[src/rtl/fifo_stream_reader.sv]
// fifo_stream_reader: drains an async_fifo read port into a valid/ready stream via a 3-entry elastic buffer.
// Define FIFO_STREAM_READER_CNT_EN to add the 16-bit xfer_cnt accepted-word counter output.
module fifo_stream_reader #(
    parameter int    DSIZE       = 8,
    parameter string FALLTHROUGH = "TRUE"
) (
    input  logic             rclk,
    input  logic             rrst_n,
    input  logic             rempty,
    input  logic [DSIZE-1:0] rdata,
    output logic             rinc,
    output logic             m_valid,
    input  logic             m_ready,
    output logic [DSIZE-1:0] m_data,
    output logic [1:0]       occ
`ifdef FIFO_STREAM_READER_CNT_EN
    ,
    output logic [15:0]      xfer_cnt
`endif
);

    localparam bit REG_MODE = (FALLTHROUGH != "TRUE");

    logic [1:0]       wp_r;
    logic [1:0]       rp_r;
    logic [1:0]       occ_r;
    logic             inflight_r;
    logic [DSIZE-1:0] buf_r [3];

    logic [2:0]       level_s;
    logic             rinc_s;
    logic             push_s;
    logic             pop_s;
    logic [DSIZE-1:0] head_s;

    function automatic logic [1:0] ptr_inc(input logic [1:0] p);
        ptr_inc = (p == 2'd2) ? 2'd0 : p + 2'd1;
    endfunction

    // Credit counts words already buffered plus the one still coming out of a registered FIFO.
    always_comb begin
        level_s = {1'b0, occ_r} + {2'b00, inflight_r};
        rinc_s  = rrst_n & ~rempty & (level_s < 3'd3);
        pop_s   = (occ_r != 2'd0) & m_ready;
        if (REG_MODE) begin
            push_s = inflight_r;
        end else begin
            push_s = rinc_s;
        end
    end

    // Head-of-buffer select for the downstream data.
    always_comb begin
        case (rp_r)
            2'd0:    head_s = buf_r[0];
            2'd1:    head_s = buf_r[1];
            2'd2:    head_s = buf_r[2];
            default: head_s = {DSIZE{1'b0}};
        endcase
    end

    // Pointer, occupancy and in-flight state.
    always_ff @(posedge rclk or negedge rrst_n) begin
        if (!rrst_n) begin
            wp_r       <= 2'd0;
            rp_r       <= 2'd0;
            occ_r      <= 2'd0;
            inflight_r <= 1'b0;
        end else begin
            if (push_s) begin
                wp_r <= ptr_inc(wp_r);
            end else begin
                wp_r <= wp_r;
            end
            if (pop_s) begin
                rp_r <= ptr_inc(rp_r);
            end else begin
                rp_r <= rp_r;
            end
            occ_r      <= occ_r + {1'b0, push_s} - {1'b0, pop_s};
            inflight_r <= REG_MODE ? rinc_s : 1'b0;
        end
    end

    // Buffer storage, cleared on reset so m_data reads zero.
    always_ff @(posedge rclk or negedge rrst_n) begin
        if (!rrst_n) begin
            for (int i = 0; i < 3; i++) begin
                buf_r[i] <= {DSIZE{1'b0}};
            end
        end else begin
            for (int i = 0; i < 3; i++) begin
                if (push_s && (wp_r == 2'(i))) begin
                    buf_r[i] <= rdata;
                end else begin
                    buf_r[i] <= buf_r[i];
                end
            end
        end
    end

`ifdef FIFO_STREAM_READER_CNT_EN
    logic [15:0] xfer_cnt_r;

    // Accepted-word counter, wraps naturally at 16 bits.
    always_ff @(posedge rclk or negedge rrst_n) begin
        if (!rrst_n) begin
            xfer_cnt_r <= 16'd0;
        end else if (pop_s) begin
            xfer_cnt_r <= xfer_cnt_r + 16'd1;
        end else begin
            xfer_cnt_r <= xfer_cnt_r;
        end
    end

    assign xfer_cnt = xfer_cnt_r;
`endif

    assign rinc    = rinc_s;
    assign m_valid = (occ_r != 2'd0);
    assign m_data  = head_s;
    assign occ     = occ_r;

endmodule
[config.mk]
export PLATFORM = sky130hd
export DESIGN_NAME = fifo_stream_reader
export DESIGN_NICKNAME = d
export VERILOG_FILES = /design/src/rtl/fifo_stream_reader.sv
export SDC_FILE = /design/constraint.sdc
export NUM_CORES = 1
export LEC_CHECK = 0
export CELL_PAD_IN_SITES_DETAIL_PLACEMENT = 1
export CELL_PAD_IN_SITES_GLOBAL_PLACEMENT = 1
export CORE_ASPECT_RATIO = 0.5
export CORE_UTILIZATION = 40
export CTS_CLUSTER_DIAMETER = 60
export DETAILED_ROUTE_END_ITERATION = 10
export PLACE_DENSITY_LB_ADDON = 0.1
export SLEW_MARGIN = 20
export SYNTH_ARGS = -nofsm -noshare
export SYNTH_HDL_FRONTEND = slang
export SYNTH_SLANG_ARGS = --single-unit
[constraint.sdc]
create_clock -name rclk -period 2.5 [get_ports rclk]
set_input_delay 0.75 -clock rclk [delete_from_list [all_inputs] [get_ports rclk]]
set_output_delay 0.75 -clock rclk [all_outputs]
set_load 0.005 [all_outputs]
**After elaboration in Yosys (flattened, before gate mapping)**

Cells that the tools add are included.

- Bits in registers: 30
- Latch bits: 0
- Bits in writable memories: 0
- ROM bits: 0
- Bits of input ports: 12
- Logic and storage cells: 28
- Memories kept: 0

- $add $sub $neg: 4
- $mul: 0
- Divide/modulo/power cells: 0
- Magnitude comparators: 1
- Equal/unequal tests: 4
- Shift operators: 0
- Muxes and demuxes: 3
- Bitwise logic cells: 4
- Reductions and logical operators: 6

Operator list:

| cell | count |
|---|---|
| $pmux 8 s3 | 1 |
| $add 2x1->2 const B | 2 |
| $eq 2x1->1 const B | 2 |
| $eq 2x2->1 const B | 2 |
| $logic_not 2->1 | 2 |
| $mux 2 | 2 |
| $and 1x1->1 | 3 |
| $logic_and 1x1->1 | 3 |
| $add 2x1->2 | 1 |
| $lt 2x2->1 const B | 1 |
| $reduce_bool 2->1 | 1 |
| $sub 2x1->2 | 1 |
| $not 1->1 | 1 |

**Longest topological paths before layout**

- Word-level depth: 5
- Depth in mapped cells: 7
- Mapped depth without buffers: 7

**Least setup slack after synthesis**

No wires, ideal clock.

- Path kind: in2out
- Start point: in rrst_n
- End point: out rinc
- Arrival: 1171 ps
- Path slack: 579 ps
- Cell stages on the path: 2
- Path buffers: 0
- Cells stage by stage: nor2b_4 > and2_2

- Word-level cells in the longest chain between the ends: 2

Ends and longest elaborated chain:

| element | RTL line | RTL |
|---|---|---|
| start, declared | 8 | `input logic rrst_n,` |
| $and 1x1->1 (2 in a row) | 43 | `rinc_s = rrst_n & ~rempty & (level_s < 3'd3);` |
| end, declared | 11 | `output logic rinc,` |

No other way between the ends.

**Worst setup path after layout**

- Start point: reg rp_r[1]
- End point: out m_data[6]

- Word-level cells in the longest chain between the ends: 2

Ends and longest elaborated chain:

| element | RTL line | RTL |
|---|---|---|
| start, declared | 25 | `logic [1:0] rp_r;` |
| start signal, assigned | 76 | `rp_r <= ptr_inc(rp_r);` |
| start signal, assigned | 78 | `rp_r <= rp_r;` |
| $eq 2x2->1 (tied with other cells) | 54 | `case (rp_r)` |
| $pmux 8 s3 (*) | 54 |  |
| end, declared | 14 | `output logic [DSIZE-1:0] m_data,` |

Mark *: on every way between the ends. The rest lies on a longest branch, timed or not.

==> results.cfg <==
[clock_network]
cts.htree.levels = 2
cts-root-to-sink-buffers = 2
worst_setup_hold_path_clk_slew_ps = 60
cts_tree = done
insertion_delay_ps = 270
cts.sinks = 30
cts_buffers = 5
clk_root_buffer_cell = sky130_fd_sc_hd__clkbuf_8

[run_status]
status = complete, no violations

[pwr]
pwr_density_cell_nw_per_um2 = 1270
seq_power_share = 0.385
worst_ir_drop_vdd_mv = 0.560
pwr-share-clk = 0.153
power.internal_mw = 1.59
switching_power_mw = 0.747
combPwrFrac = 0.462
sw_frac_of_total = 0.320
p_leak_nw = 0.841

[setup_path]
timing.critical_path.fanout_max = 6
cp_slowest_stage_delay_ps = 530
worst-path-buf-inv = 2
worstSetupEndpointType = primary output
worstSetupStartpointType = register
crit_path_top_delay_cell = sky130_fd_sc_hd__clkdlybuf4s50_1
ff2ff_path_depth = 7
r2r_slack_ps = 830
worst-setup-path-type = reg -> out
r2r_end = occ[1]
req_time_crit_path_ps = 1750
cell_by_cell_trace_of_the_critical_path = buf_4, mux2i_1, o21ai_0, clkdlybuf4s50_1
crit_family = buffers and inverters
crit-reg2reg-launch = occ[1]
worst_ep_arrival_time_ps = 1680

[synth]
yosys.area_share.simple = 0.105
unique_cell_type_count_in_the_yosys_netlist = 19
muxShareOfSynthArea = 0.252
ys.warnings.count = 0
complex_gate_fraction_of_the_synthesized_area = 0.0504
synth.cell_area_sq_um = 1390
post_syn_area_per_cell_sq_um = 13.3
synth_top_family_by_area = multiplexers
yosysSeqAreaShare = 0.540
yosys.area_share.xor_xnor = 0.0126
synthesis.instances = 105
synth_seq_cells = 30
syn_nets = 119
yosys.area_share.adder = 0.0180

[detailed_routing]
vias_per_cell = 5.14
antenna_violating_nets_post_route = 0
via_count = 935
drt-total-wl_mm = 2.98
detailedRoute.firstIterationViolations = 19
post-route-drc-count = 0
routedWlPerCell_um = 16.4
detailedRoute.firstPassIterationCount = 4

[sta]
fin_worst_skew_ps = 4.25
slew_margin_rel = 0.741
finalCriticalPeriod_ps = 2430
layout_worst_path_cycle_share = 0.974
worstMarginPinSlew_ps = 388
final.hold.worst_slack_ps = 506
hold_viol = 0
report.final.setup_viol = 0
rsz0062_at_grt = no
fmax_mhz = 411
finalWorstSetupSlack_ps = 65.7
drv_slew = 0

[layout]
antennaDiodeCount = 0
layout-drive-gt1-share = 0.338
most-common-layout-cells = sky130_fd_sc_hd__dfrtp_1, sky130_fd_sc_hd__mux2_2, sky130_fd_sc_hd__clkdlybuf4s50_1, sky130_fd_sc_hd__o21ai_0, sky130_fd_sc_hd__buf_4
layout.nets = 156
post-route-util = 0.581
finalNonFillerCells = 182
mostFrequentLayoutCell = sky130_fd_sc_hd__dfrtp_1
area_growth_syn_to_layout_pct = 31.6

[placed_design]
dp.cells = 173
place_congestion = 0.668
pre_cts_slack_ps = -288
placement.io_buffers = 23
hpwl_mm = 2.09

[floorplanning]
dieArea_sq_um = 3730
initial_core_util = 0.441
io_pins = 24
core-area_sq_um = 3150
rows = 14
floorplan.die.height_um = 43.7
die-width_um = 85.4

[hold_path]
worst_hold_path.num_cells = 1
holdCritPathClass = reg -> reg
timing.hold.worst.start = buf_r[22]
whs_endpoint = buf_r[22]

[global_routing]
number_of_antenna_violations_at_the_first_check_in_global_routing = 0
grt_first_pass_wirelength_mm = 5.12
gr-total-overflow = 0
largest_net_degree_at_the_start_of_global_routing = 31
first_global_vias = 1051
globalRouteTotalUtil = 0.189

[flow_run]
maxCapViolations = 0
[stage by stage]
stage / TNS [ps] / instance area [sq um] / total power, mW
floorplan: 0 / 1390 / 1.44
global route: 0 / 1830 / 2.51
CTS: 0 / 1810 / 2.35
detailed placement: -288 / 1730 / 1.98
finish: 0 / 1830 / 2.33
global placement: -279 / 1730 / 1.93
[power groups by stage]
stage / clock network, mW / registers [mW] / logic [mW]
floorplan: 0 / 0.848 / 0.593
global placement: 0 / 0.888 / 1.04
detailed placement: 0 / 0.907 / 1.07
CTS: 0.370 / 0.903 / 1.08
global route: 0.391 / 0.931 / 1.18
finish: 0.357 / 0.897 / 1.08
[synth_stat cells, drive strengths merged]
library cell,n,area (sq um)
dfrtp,30,751
mux2,24,270
o21ai,11,55.1
nand2,9,36.3
mux2i,8,80.1
inv,5,18.8
nand4,3,63.8
a21o,2,15.0
clkbuf,2,7.51
ha,2,25.0
nor2b,2,20.0
xnor2,2,17.5
and2,1,7.51
buf,1,5.00
nor3,1,5.00
nor3b,1,7.51
or2,1,6.26
[state kept, by name (all words and copies together) (netlist names)]
register,count
buf_r,24
wp_r,2
rp_r,2
occ,2
[worst max-delay path by stage]
stage	from	end	slack (ps)	cells after the start
2_1_floorplan	rrst_n	rinc	580	2
3_3_place_gp	rrst_n	rinc	-280	4
3_5_place_dp	rrst_n	rinc	-290	4
4_1_cts	rp_r[1]	m_data[2]	5	5
5_1_grt	rp_r[1]	m_data[3]	4	4
6_report	rp_r[1]	m_data[6]	70	4
[layer usage]
layer / track usage / up-vias / wire, um
met3: 0.0610 / 5 / 118
met5: 0 / - / 0
met4: 0.0600 / 0 / 23
li1: - / 442 / -
met1: 0.237 / 468 / 1430
met2: 0.320 / 20 / 1410
[final cells by class]
type                            instances  area [sq um]
Multi-Input combinational cell         67           612
Tap cell                               40          50.0
Clock buffer                            7          76.3
Timing Repair Buffer                   33           322
Fill cell                             321          1320
Inverter                                5          18.8
Sequential cell                        30           752
[what timing repair did]
| action | CTS | global route |
|---|---|---|
| endpoints found under the setup margin | 9 | 8 |
| buffers inserted | 0 | 2 |
| resized for setup | 4 | 4 |
| pin swaps | 0 | 0 |
| hold buffers | 0 | 0 |
[logic make-up (layout without fill, tap and decap cells)]
group,count (synthesis),in the layout
fa+ha+maj,2,2
simple gates,18,18
xor+xnor,2,2
mux,32,32
buf+inv,8,45
flops,30,30
compound gates,13,13
[worst register-to-register path: stages (launching register included)]
cell and delay [ps]:
sky130_fd_sc_hd__dfrtp_1 430, sky130_fd_sc_hd__o21ai_0 250, sky130_fd_sc_hd__inv_1 80, sky130_fd_sc_hd__ha_1 280, sky130_fd_sc_hd__inv_1 50, sky130_fd_sc_hd__ha_1 200
sky130_fd_sc_hd__xnor2_1 180, sky130_fd_sc_hd__xnor2_1 130
Power figures use the tool's default switching activity.
